### src/rtl/rv32i_instr_encoder_loader_if.sv
// Request / instruction-memory bus for rv32i_instr_encoder_loader.
//   req_*  : symbolic instruction request with valid/ready handshake
//   imem_* : one-cycle instruction-memory write port (byte address, word aligned)
// The master drives requests and observes writes; the slave (the encoder)
// accepts requests and drives the write port.
interface rv32i_instr_encoder_loader_if #(
    parameter int ADDR_W = 32
);
    logic              req_valid;
    logic              req_ready;
    logic              req_last;
    logic [2:0]        req_class;
    logic [2:0]        req_funct3;
    logic              req_f7b5;
    logic [4:0]        req_rd;
    logic [4:0]        req_rs1;
    logic [4:0]        req_rs2;
    logic [31:0]       req_imm;
    logic              imem_we;
    logic [ADDR_W-1:0] imem_addr;
    logic [31:0]       imem_wdata;

    modport master (
        output req_valid, req_last, req_class, req_funct3, req_f7b5,
               req_rd, req_rs1, req_rs2, req_imm,
        input  req_ready, imem_we, imem_addr, imem_wdata
    );

    modport slave (
        input  req_valid, req_last, req_class, req_funct3, req_f7b5,
               req_rd, req_rs1, req_rs2, req_imm,
        output req_ready, imem_we, imem_addr, imem_wdata
    );
endinterface

### src/rtl/rv32i_instr_encoder_loader.sv
// rv32i_instr_encoder_loader
// Packs symbolic RV32I instruction requests into 32-bit words, range-checks
// the immediates, and writes the words to consecutive imem addresses.
// Ports:
//   clk_i, rst_i   clock, synchronous active-high reset
//   start_i        one-cycle pulse opening a new load session (highest priority)
//   bus            request handshake + imem write port (slave side)
//   count_o        words written in the current session
//   done_o         session complete (level)
//   err_o          sticky illegal-request flag
//   err_code_o     0 none, 1 imm range, 2 imm alignment, 3 LUI low bits set
module rv32i_instr_encoder_loader #(
    parameter int                ADDR_W    = 32,
    parameter logic [ADDR_W-1:0] BASE_ADDR = '0,
    parameter int                DEPTH     = 256
) (
    input  logic                       clk_i,
    input  logic                       rst_i,
    input  logic                       start_i,
    rv32i_instr_encoder_loader_if.slave bus,
    output logic [$clog2(DEPTH):0]     count_o,
    output logic                       done_o,
    output logic                       err_o,
    output logic [1:0]                 err_code_o
);
    localparam int CNT_W = $clog2(DEPTH) + 1;
    localparam logic [CNT_W-1:0] DEPTH_C = CNT_W'(DEPTH);

    localparam logic [1:0] E_NONE  = 2'd0;
    localparam logic [1:0] E_RANGE = 2'd1;
    localparam logic [1:0] E_ALIGN = 2'd2;
    localparam logic [1:0] E_LUI   = 2'd3;

    localparam logic [6:0] OPC_OP     = 7'b0110011;
    localparam logic [6:0] OPC_LOAD   = 7'b0000011;
    localparam logic [6:0] OPC_IMM    = 7'b0010011;
    localparam logic [6:0] OPC_JALR   = 7'b1100111;
    localparam logic [6:0] OPC_STORE  = 7'b0100011;
    localparam logic [6:0] OPC_BRANCH = 7'b1100011;
    localparam logic [6:0] OPC_LUI    = 7'b0110111;
    localparam logic [6:0] OPC_JAL    = 7'b1101111;

    typedef enum logic [2:0] {S_IDLE, S_WAIT, S_ENC, S_WRITE, S_DONE} state_e;

    state_e            state_q, state_d;
    logic [2:0]        cls_q, f3_q;
    logic              f7b5_q, last_q;
    logic [4:0]        rd_q, rs1_q, rs2_q;
    logic [31:0]       imm_q;
    logic [ADDR_W-1:0] addr_q;
    logic [31:0]       wdata_q;
    logic [CNT_W-1:0]  count_q;
    logic              err_q;
    logic [1:0]        err_code_q;

    logic [31:0]       enc_word;
    logic [1:0]        enc_err;
    logic [CNT_W-1:0]  count_inc;
    logic signed [31:0] imm_s;
    logic              is_shift, imm12_ok, shamt_ok, br_ok, jal_ok;

    assign count_inc = count_q + 1'b1;
    assign imm_s     = $signed(imm_q);
    assign is_shift  = (f3_q == 3'b001) || (f3_q == 3'b101);
    assign imm12_ok  = (imm_s >= -32'sd2048)    && (imm_s <= 32'sd2047);
    // Unsigned compare also rejects every negative value.
    assign shamt_ok  = (imm_q < 32'd32);
    assign br_ok     = (imm_s >= -32'sd4096)    && (imm_s <= 32'sd4094);
    assign jal_ok    = (imm_s >= -32'sd1048576) && (imm_s <= 32'sd1048574);

    // Encoder and legality check on the latched request. Range is tested
    // before alignment so a value failing both reports a range error.
    always_comb begin
        enc_word = 32'h0;
        enc_err  = E_NONE;
        case (cls_q)
            3'd0: enc_word = {1'b0, f7b5_q, 5'b0, rs2_q, rs1_q, f3_q, rd_q, OPC_OP};
            3'd1: begin
                enc_word = {imm_q[11:0], rs1_q, f3_q, rd_q, OPC_LOAD};
                if (!imm12_ok) enc_err = E_RANGE;
            end
            3'd2: begin
                if (is_shift) begin
                    enc_word = {1'b0, f7b5_q, 5'b0, imm_q[4:0], rs1_q, f3_q, rd_q, OPC_IMM};
                    if (!shamt_ok) enc_err = E_RANGE;
                end else begin
                    enc_word = {imm_q[11:0], rs1_q, f3_q, rd_q, OPC_IMM};
                    if (!imm12_ok) enc_err = E_RANGE;
                end
            end
            3'd3: begin
                enc_word = {imm_q[11:0], rs1_q, 3'b000, rd_q, OPC_JALR};
                if (!imm12_ok) enc_err = E_RANGE;
            end
            3'd4: begin
                enc_word = {imm_q[11:5], rs2_q, rs1_q, f3_q, imm_q[4:0], OPC_STORE};
                if (!imm12_ok) enc_err = E_RANGE;
            end
            3'd5: begin
                enc_word = {imm_q[12], imm_q[10:5], rs2_q, rs1_q, f3_q,
                            imm_q[4:1], imm_q[11], OPC_BRANCH};
                if (!br_ok)        enc_err = E_RANGE;
                else if (imm_q[0]) enc_err = E_ALIGN;
            end
            3'd6: begin
                enc_word = {imm_q[31:12], rd_q, OPC_LUI};
                if (imm_q[11:0] != 12'h0) enc_err = E_LUI;
            end
            default: begin
                enc_word = {imm_q[20], imm_q[10:1], imm_q[11], imm_q[19:12], rd_q, OPC_JAL};
                if (!jal_ok)       enc_err = E_RANGE;
                else if (imm_q[0]) enc_err = E_ALIGN;
            end
        endcase
    end

    always_ff @(posedge clk_i) begin
        if (rst_i) state_q <= S_IDLE;
        else       state_q <= state_d;
    end

    // Next state and handshake/strobe outputs. start overrides every state;
    // it also masks the write strobe so an in-flight word never lands.
    always_comb begin
        state_d       = state_q;
        bus.req_ready = 1'b0;
        bus.imem_we   = 1'b0;
        done_o        = 1'b0;
        case (state_q)
            S_WAIT: begin
                bus.req_ready = 1'b1;
                if (bus.req_valid) state_d = S_ENC;
            end
            S_ENC:   state_d = (enc_err != E_NONE) ? S_DONE : S_WRITE;
            S_WRITE: begin
                bus.imem_we = !start_i;
                state_d     = (last_q || count_inc == DEPTH_C) ? S_DONE : S_WAIT;
            end
            S_DONE:  done_o = 1'b1;
            default: state_d = S_IDLE;
        endcase
        if (start_i) state_d = S_WAIT;
    end

    always_ff @(posedge clk_i) begin
        if (rst_i) begin
            cls_q      <= '0;
            f3_q       <= '0;
            f7b5_q     <= 1'b0;
            last_q     <= 1'b0;
            rd_q       <= '0;
            rs1_q      <= '0;
            rs2_q      <= '0;
            imm_q      <= '0;
            addr_q     <= '0;
            wdata_q    <= '0;
            count_q    <= '0;
            err_q      <= 1'b0;
            err_code_q <= E_NONE;
        end else if (start_i) begin
            addr_q     <= BASE_ADDR;
            count_q    <= '0;
            err_q      <= 1'b0;
            err_code_q <= E_NONE;
        end else begin
            case (state_q)
                S_WAIT: if (bus.req_valid) begin
                    cls_q  <= bus.req_class;
                    f3_q   <= bus.req_funct3;
                    f7b5_q <= bus.req_f7b5;
                    last_q <= bus.req_last;
                    rd_q   <= bus.req_rd;
                    rs1_q  <= bus.req_rs1;
                    rs2_q  <= bus.req_rs2;
                    imm_q  <= bus.req_imm;
                end
                S_ENC: begin
                    wdata_q    <= enc_word;
                    err_code_q <= enc_err;
                    if (enc_err != E_NONE) err_q <= 1'b1;
                end
                S_WRITE: begin
                    addr_q  <= addr_q + ADDR_W'(4);
                    count_q <= count_inc;
                end
                default: ;
            endcase
        end
    end

    assign bus.imem_addr  = addr_q;
    assign bus.imem_wdata = wdata_q;
    assign count_o        = count_q;
    assign err_o          = err_q;
    assign err_code_o     = err_code_q;
endmodule

### src/flat_wrapper.sv
// flat-port wrapper written by rule: the top's interface ports become plain ports
module rv32i_instr_encoder_loader_flat 
#(
    parameter int                ADDR_W    = 32,
    parameter logic [ADDR_W-1:0] BASE_ADDR = '0,
    parameter int                DEPTH     = 256
)
  (clk_i, rst_i, start_i, count_o, done_o, err_o, err_code_o, bus_req_valid, bus_req_last, bus_req_class, bus_req_funct3, bus_req_f7b5, bus_req_rd, bus_req_rs1, bus_req_rs2, bus_req_imm, bus_req_ready, bus_imem_we, bus_imem_addr, bus_imem_wdata);
  rv32i_instr_encoder_loader_if #(.ADDR_W(ADDR_W)) bus_i ();
  input  logic clk_i;
  input  logic rst_i;
  input  logic start_i;
  output logic [$clog2(DEPTH):0] count_o;
  output logic done_o;
  output logic err_o;
  output logic [1:0] err_code_o;
  input wire logic [$bits(bus_i.req_valid)-1:0] bus_req_valid;
  input wire logic [$bits(bus_i.req_last)-1:0] bus_req_last;
  input wire logic [$bits(bus_i.req_class)-1:0] bus_req_class;
  input wire logic [$bits(bus_i.req_funct3)-1:0] bus_req_funct3;
  input wire logic [$bits(bus_i.req_f7b5)-1:0] bus_req_f7b5;
  input wire logic [$bits(bus_i.req_rd)-1:0] bus_req_rd;
  input wire logic [$bits(bus_i.req_rs1)-1:0] bus_req_rs1;
  input wire logic [$bits(bus_i.req_rs2)-1:0] bus_req_rs2;
  input wire logic [$bits(bus_i.req_imm)-1:0] bus_req_imm;
  output wire logic [$bits(bus_i.req_ready)-1:0] bus_req_ready;
  output wire logic [$bits(bus_i.imem_we)-1:0] bus_imem_we;
  output wire logic [$bits(bus_i.imem_addr)-1:0] bus_imem_addr;
  output wire logic [$bits(bus_i.imem_wdata)-1:0] bus_imem_wdata;
  assign bus_i.req_valid = bus_req_valid;
  assign bus_i.req_last = bus_req_last;
  assign bus_i.req_class = bus_req_class;
  assign bus_i.req_funct3 = bus_req_funct3;
  assign bus_i.req_f7b5 = bus_req_f7b5;
  assign bus_i.req_rd = bus_req_rd;
  assign bus_i.req_rs1 = bus_req_rs1;
  assign bus_i.req_rs2 = bus_req_rs2;
  assign bus_i.req_imm = bus_req_imm;
  assign bus_req_ready = bus_i.req_ready;
  assign bus_imem_we = bus_i.imem_we;
  assign bus_imem_addr = bus_i.imem_addr;
  assign bus_imem_wdata = bus_i.imem_wdata;
  rv32i_instr_encoder_loader #(.ADDR_W(ADDR_W), .BASE_ADDR(BASE_ADDR), .DEPTH(DEPTH)) u_core (.clk_i(clk_i), .rst_i(rst_i), .start_i(start_i), .bus(bus_i), .count_o(count_o), .done_o(done_o), .err_o(err_o), .err_code_o(err_code_o));
endmodule
### config.mk
export PLATFORM = sky130hd
export DESIGN_NAME = rv32i_instr_encoder_loader_flat
export DESIGN_NICKNAME = d
export VERILOG_FILES = /design/src/rtl/rv32i_instr_encoder_loader_if.sv /design/src/rtl/rv32i_instr_encoder_loader.sv /design/src/flat_wrapper.sv
export SDC_FILE = /design/constraint.sdc
export NUM_CORES = 1
export LEC_CHECK = 0
export ABC_AREA = 1
export CORE_MARGIN = 2
export CORE_UTILIZATION = 50
export CTS_BUF_LIST = sky130_fd_sc_hd__clkbuf_16
export DETAILED_ROUTE_END_ITERATION = 8
export MAX_ROUTING_LAYER = met4
export PLACE_DENSITY = 0.83
export SLEW_MARGIN = 20
export SYNTH_ARGS = -nofsm -noshare
export SYNTH_HDL_FRONTEND = slang
export SYNTH_SLANG_ARGS = --single-unit
### constraint.sdc
create_clock -name clk_i -period 2.57 [get_ports clk_i]
set_clock_uncertainty 0.15 [all_clocks]
set_input_delay 0.3855 -clock clk_i [delete_from_list [all_inputs] [get_ports clk_i]]
set_output_delay 0.3855 -clock clk_i [all_outputs]
set_load 0.05 [all_outputs]
## Word-level counts from Yosys, hierarchy flattened

Cells that the tools add are included.
Widths: inputs -> output; s select.

| word-level totals | value |
|---|---|
| output and inout bits | 79 |
| input bits | 59 |
| flip-flop bits (word level) | 134 |
| logic and storage cells | 76 |

| cells by class | value |
|---|---|
| reductions and logical operators | 16 |
| bitwise gates (word level) | 2 |
| add/subtract/negate cells | 2 |
| mux-type cells | 18 |
| magnitude comparators | 7 |
| eq/ne operators | 16 |

Operator list:

| operator | count |
|---|---|
| $pmux 32 s7 | 1 |
| $add 32x3->32 const B | 1 |
| $ge 32x12->1 const B | 1 |
| $ge 32x13->1 const B | 1 |
| $ge 32x21->1 const B | 1 |
| $le 32x12->1 const B | 1 |
| $le 32x13->1 const B | 1 |
| $le 32x21->1 const B | 1 |
| $lt 32x6->1 const B | 1 |
| $mux 32 | 1 |
| $eq 3x3->1 const B | 5 |
| $eq 3x2->1 const B | 4 |
| $pmux 3 s4 | 1 |
| $reduce_bool 12->1 | 1 |
| $mux 2 | 5 |
| $pmux 2 s5 | 1 |
| $add 9x1->9 const B | 1 |
| $eq 3x1->1 const B | 3 |
| $eq 9x9->1 const B | 1 |
| $mux 3 | 3 |
| $reduce_and 2->1 | 4 |
| $mux 1 | 6 |
| $ne 2x2->1 const B | 2 |
| $logic_and 1x1->1 | 3 |
| 9 further kinds | 11 |

## Depth between registers and ports, before layout

| logic depth | value |
|---|---|
| depth in word-level cells | 9 |
| depth in mapped cells | 17 |
| gate-level depth less buffers | 16 |

## Worst setup path before layout

OpenSTA, ideal clock, no wires.

| timing path | value |
|---|---|
| path type | flip-flop to flip-flop |
| start | reg u_core.count_q[0], in the netlist u_core.count_o[0] |
| end | reg u_core.state_q[0] |
| cell stages (with the launch flop) | 12 |
| data arrival time | 1.939 ns |
| path buffers | 0 |
| library setup time | 0.110 ns |
| data required time | 2.310 ns |
| clock period less this slack | 2.199 ns |
| setup slack | 0.371 ns |
| cells stage by stage | dfxtp_1 ha_1 nand3_1 nor2_1 nand3_1 xor2_1 nor2_1 nand4_1 nand3_1 nand3_1 nand2_1 inv_1 |

| on the way | value |
|---|---|
| longest elaborated chain between the ends | 6 |

RTL lines:

| element | RTL line | source |
|---|---|---|
| start, declared | rv32i_instr_encoder_loader.sv:52 | `logic [CNT_W-1:0] count_q;` |
| start signal, assigned | rv32i_instr_encoder_loader.sv:184 | `count_q <= count_inc;` |
| $add 9x1->9 | rv32i_instr_encoder_loader.sv:62 | `assign count_inc = count_q + 1'b1;` |
| $eq 9x9->1 | rv32i_instr_encoder_loader.sv:137 | `state_d = (last_q \|\| count_inc == DEPTH_C) ? S_DONE : S_WAIT;` |
| $logic_or 1x1->1 | rv32i_instr_encoder_loader.sv:137 |  |
| $mux 3 | rv32i_instr_encoder_loader.sv:137 |  |
| $pmux 3 s4 | rv32i_instr_encoder_loader.sv:129 | `case (state_q)` |
| $mux 1 | rv32i_instr_encoder_loader.sv:142 | `if (start_i) state_d = S_WAIT;` |
| end signal, assigned | rv32i_instr_encoder_loader.sv:119 | `else state_q <= state_d;` |
| end, declared | rv32i_instr_encoder_loader.sv:45 | `state_e state_q, state_d;` |

No other way between the ends.
A chain may end at the register's enable or synchronous reset.

## Worst setup path in the final report

| timing path | value |
|---|---|
| start | reg u_core.addr_q[14], in the netlist u_core.bus.imem_addr[14] |
| end | out bus_imem_addr[14] |

RTL lines:

| element | RTL line | source |
|---|---|---|
| start, declared | rv32i_instr_encoder_loader.sv:50 | `logic [ADDR_W-1:0] addr_q;` |
| start signal, assigned | rv32i_instr_encoder_loader.sv:183 | `addr_q <= addr_q + ADDR_W'(4);` |
| end, declared | flat_wrapper.sv:28 | `output wire logic [$bits(bus_i.imem_addr)-1:0] bus_imem_addr;` |

No word-level cell between the ends.

==> metrics.md <==
| Metric | Value |
|---|---|
| Max-cap viol count | `0` |
| F_max | `432 MHz` |
| Grt total ovfl | `0` |
| Cell Pwr Density | `555 nW/um^2` |
| Final Hold Fails | `0` |
| Path category of the worst min-delay check | `flip-flop to flip-flop` |
| Synth Register Bits | `131` |
| Die Wd | `115 um` |
| Initial antenna violation count | `0` |
| CTS resizes | `1` |
| Final period util | `0.900` |
| Num ports | `138` |
| Sequential cell area fraction in the yosys report | `0.427` |
| Clock Path Buffers | `2` |
| Worst EP arrival | `1780 ps` |
| Crit path buffers/inverters | `1` |
| Slew Limit Fails | `0` |
| Area Growth Syn to Fin | `32.4%` |
| DIE HEIGHT | `115 um` |
| Total power | `4.51 mW` |
| Crit path cell chain | `clkdlybuf4s50_1` |
| Maximum vdd ir drop | `0.486 mV` |
| Layout cell share with drive strength beyond 1 | `0.0587` |
| EDFF count, synth | `0` |
| Max incr delay on CP | `870 ps` |
| Post-route DRC | `0` |
| TritonCTS clock tree | `built` |
| Clock Tree Root | `clkbuf_16` |
| Setup TNS Final | `0 ps` |
| DRC marker count from the first detailed-route iteration | `609` |
| Die area | `13,200 um^2` |
| Setup CP Type | `flip-flop to output pin` |
| Clk slew on worst S/H paths | `50 ps` |
| Initial core utilization | `0.511` |
| Worst Path Required | `2030 ps` |
| CTS sink cnt | `131` |
| Post CTS Setup Buffer Count | `0` |
| Total core area | `12,000 um^2` |
| Critical path's slowest cell | `clkdlybuf4s50_1` |
| Vias/cell | `5.45` |
| Vias | `6,372` |
| Worst skew pair latency | `410 ps` |
| Row count | `40` |
| Finish-stage setup viols | `0` |
| Routed WL per cell | `14.9 um` |
| Final nets | `1,073` |
| Status | `finished, final reports clean` |
| Vias in the first global route | `5,861` |
| Routed WL | `17,400 um` |
| First-pass GRT wire length | `28,100 um` |
| Htree depth | `4` |
| Largest net degree at the start of global routing | `56` |
| CP top delay family | `buffers and inverters` |
| Final GP Congestion | `0.939` |
| Drt first pass iters | `5` |
| TritonCTS Buffers | `17` |
| PortBufs | `135` |
| Layout fillers | `1,003` |
| Post-route minimum period | `2310 ps` |
| Post-synth ARST share | `0` |
| Crit start category | `flip-flop` |
| Worst Tran Pin Value | `707 ps` |
| Maximum fanout along the worst path | `8` |
| Post-detail-place hpwl | `12,900 um` |
| Multi-input gate area | `2970 um^2` |
| Antenna violation net count after detailed routing | `0` |
| Yosys warnings | `0` |
| Total track usage | `0.278` |
| Distinct cells, synth | `43` |
| Synth Flop Type | `dfxtp_1` |
| Hold_buf cts | `0` |
| Syn Inst Count | `879` |
| Average size of a mapped cell | `6.98 um^2` |
| Rel. slew slack | `0.528` |
| RSZ-0062 raised after global routing | `false` |
| Register area | `2620 um^2` |
| Crit end category | `output pin` |
| P_leak | `3.15 nW` |
| Diodes inserted | `0` |
| Synthesized area | `6130 um^2` |
[power by group]
group	switching, mW	internal [mW]	leakage, nW
Sequential	0.0416	2.07	1.06
Combinational	0.219	0.169	1.84
Clock	0.826	1.18	0.252
[sequential cells by signal, summed over array words and instances (netlist names)]
name / count
u_core.bus.imem_addr: 30
u_core.bus.imem_wdata: 31
u_core.cls_q: 3
u_core.count_o: 9
u_core.err_code_o: 2
u_core.err_o: 1
u_core.f3_q: 3
u_core.f7b5_q: 1
u_core.imm_q: 32
u_core.last_q: 1
u_core.rd_q: 5
u_core.rs1_q: 5
u_core.rs2_q: 5
u_core.state_q: 3
[metrics by stage]
step	hold WS [ps]	worst slack, ps	cells	util	instance area [um^2]
2_1_floorplan	280	371	880	-	6140
3_3_place_gp	295	326	1139	0.636	7640
3_5_place_dp	302	278	1139	0.636	7640
4_1_cts	305	10.3	1170	0.676	8120
5_1_grt	313	115	1170	0.676	8120
6_report	309	258	1170	0.676	8120
[cell usage after synthesis, types with 4 or more instances]
library cell / instances / area [um^2]
xor2_1: 13 / 114
a41oi_1: 5 / 43.8
nand4_1: 13 / 81.3
buf_2: 9 / 45.0
nor4_1: 4 / 25.0
nand3_1: 32 / 160
o211ai_1: 7 / 52.6
o21ai_1: 4 / 20.0
clkbuf_1: 26 / 97.6
nor2_1: 148 / 556
nor2_2: 4 / 25.0
a211oi_1: 6 / 45.0
nor3_1: 10 / 50.1
nand2_1: 141 / 529
o22ai_1: 4 / 25.0
a21oi_1: 76 / 380
o21ai_0: 102 / 510
a31oi_1: 7 / 43.8
dfxtp_1: 131 / 2620
inv_1: 98 / 368
[logic make-up after synthesis]
logic type,after synthesis,share of synthesized area
compound gates,216,0.190
xor+xnor,15,0.0214
fa+ha+maj,3,0.00612
buf+inv,141,0.0901
flops,131,0.427
other cells,1,0.000611
simple gates,372,0.265
[placed cells by master (no fill, tap or decap), drive strengths merged]
cell type / Yosys / final
nor2: 154 / 154
conb: 1 / 2
nand2: 143 / 143
a31oi: 7 / 7
nand4: 14 / 14
nor3b: 3 / 3
ha: 3 / 3
o21ai: 106 / 106
dlygate4sd2: 0 / 1
dlymetal6s2s: 0 / 1
clkbuf: 27 / 17
o32ai: 1 / 1
and2: 1 / 1
inv: 101 / 103
nand3: 35 / 35
nor4: 6 / 6
o2111ai: 2 / 2
or2: 1 / 1
xnor2: 2 / 2
a211oi: 6 / 6
o21bai: 1 / 1
buf: 12 / 17
a21oi: 76 / 76
and3: 2 / 2
nor3: 13 / 13
o22ai: 4 / 4
dfxtp: 131 / 131
o221ai: 1 / 1
xor2: 13 / 13
clkinv: 1 / 13
o211ai: 7 / 7
clkdlybuf4s50: 0 / 132
a41oi: 5 / 5
[path summary, 6_finish.rpt]
path | depth (start not counted) | start | end | slack [ps]
worst max register to register | 11 | u_core.state_q[0] | u_core.bus.imem_addr[22] | 310
worst min register to register | 2 | u_core.rs2_q[0] | u_core.rs2_q[0] | 310
worst max-delay path | 1 | u_core.bus.imem_addr[14] | bus_imem_addr[14] | 260
worst min-delay path | 2 | u_core.rs2_q[0] | u_core.rs2_q[0] | 310
[metal layers]
layer  share of wire  wire length, um  vias up  GRT usage
li1                -                -     3158          -
met1            0.44             7700     2934      0.350
met2            0.47             8190      242      0.442
met3           0.059             1030       38     0.0480
met4           0.029              507        0      0.119
met5               0                0        -          -
[worst register-to-register path: stages, from the launching register on]
cell	delay, ps
dfxtp_1	460
nand3_4	260
inv_2	270
nand2_1	150
nor3b_1	280
nand2_1	80
inv_1	80
nand3_1	90
nor2_1	160
nand2_1	70
nand2_1	70
a21oi_1	40
[final cells by class]
type / instances / share of cell area
tap: 147 / 0.0226
inverter: 102 / 0.0471
clock inverter: 14 / 0.00709
clock buffer: 17 / 0.0524
sequential: 131 / 0.323
timing repair buffer: 151 / 0.183
multi-input combinational: 608 / 0.365
Note: power is estimated with default switching activity, not from simulation.
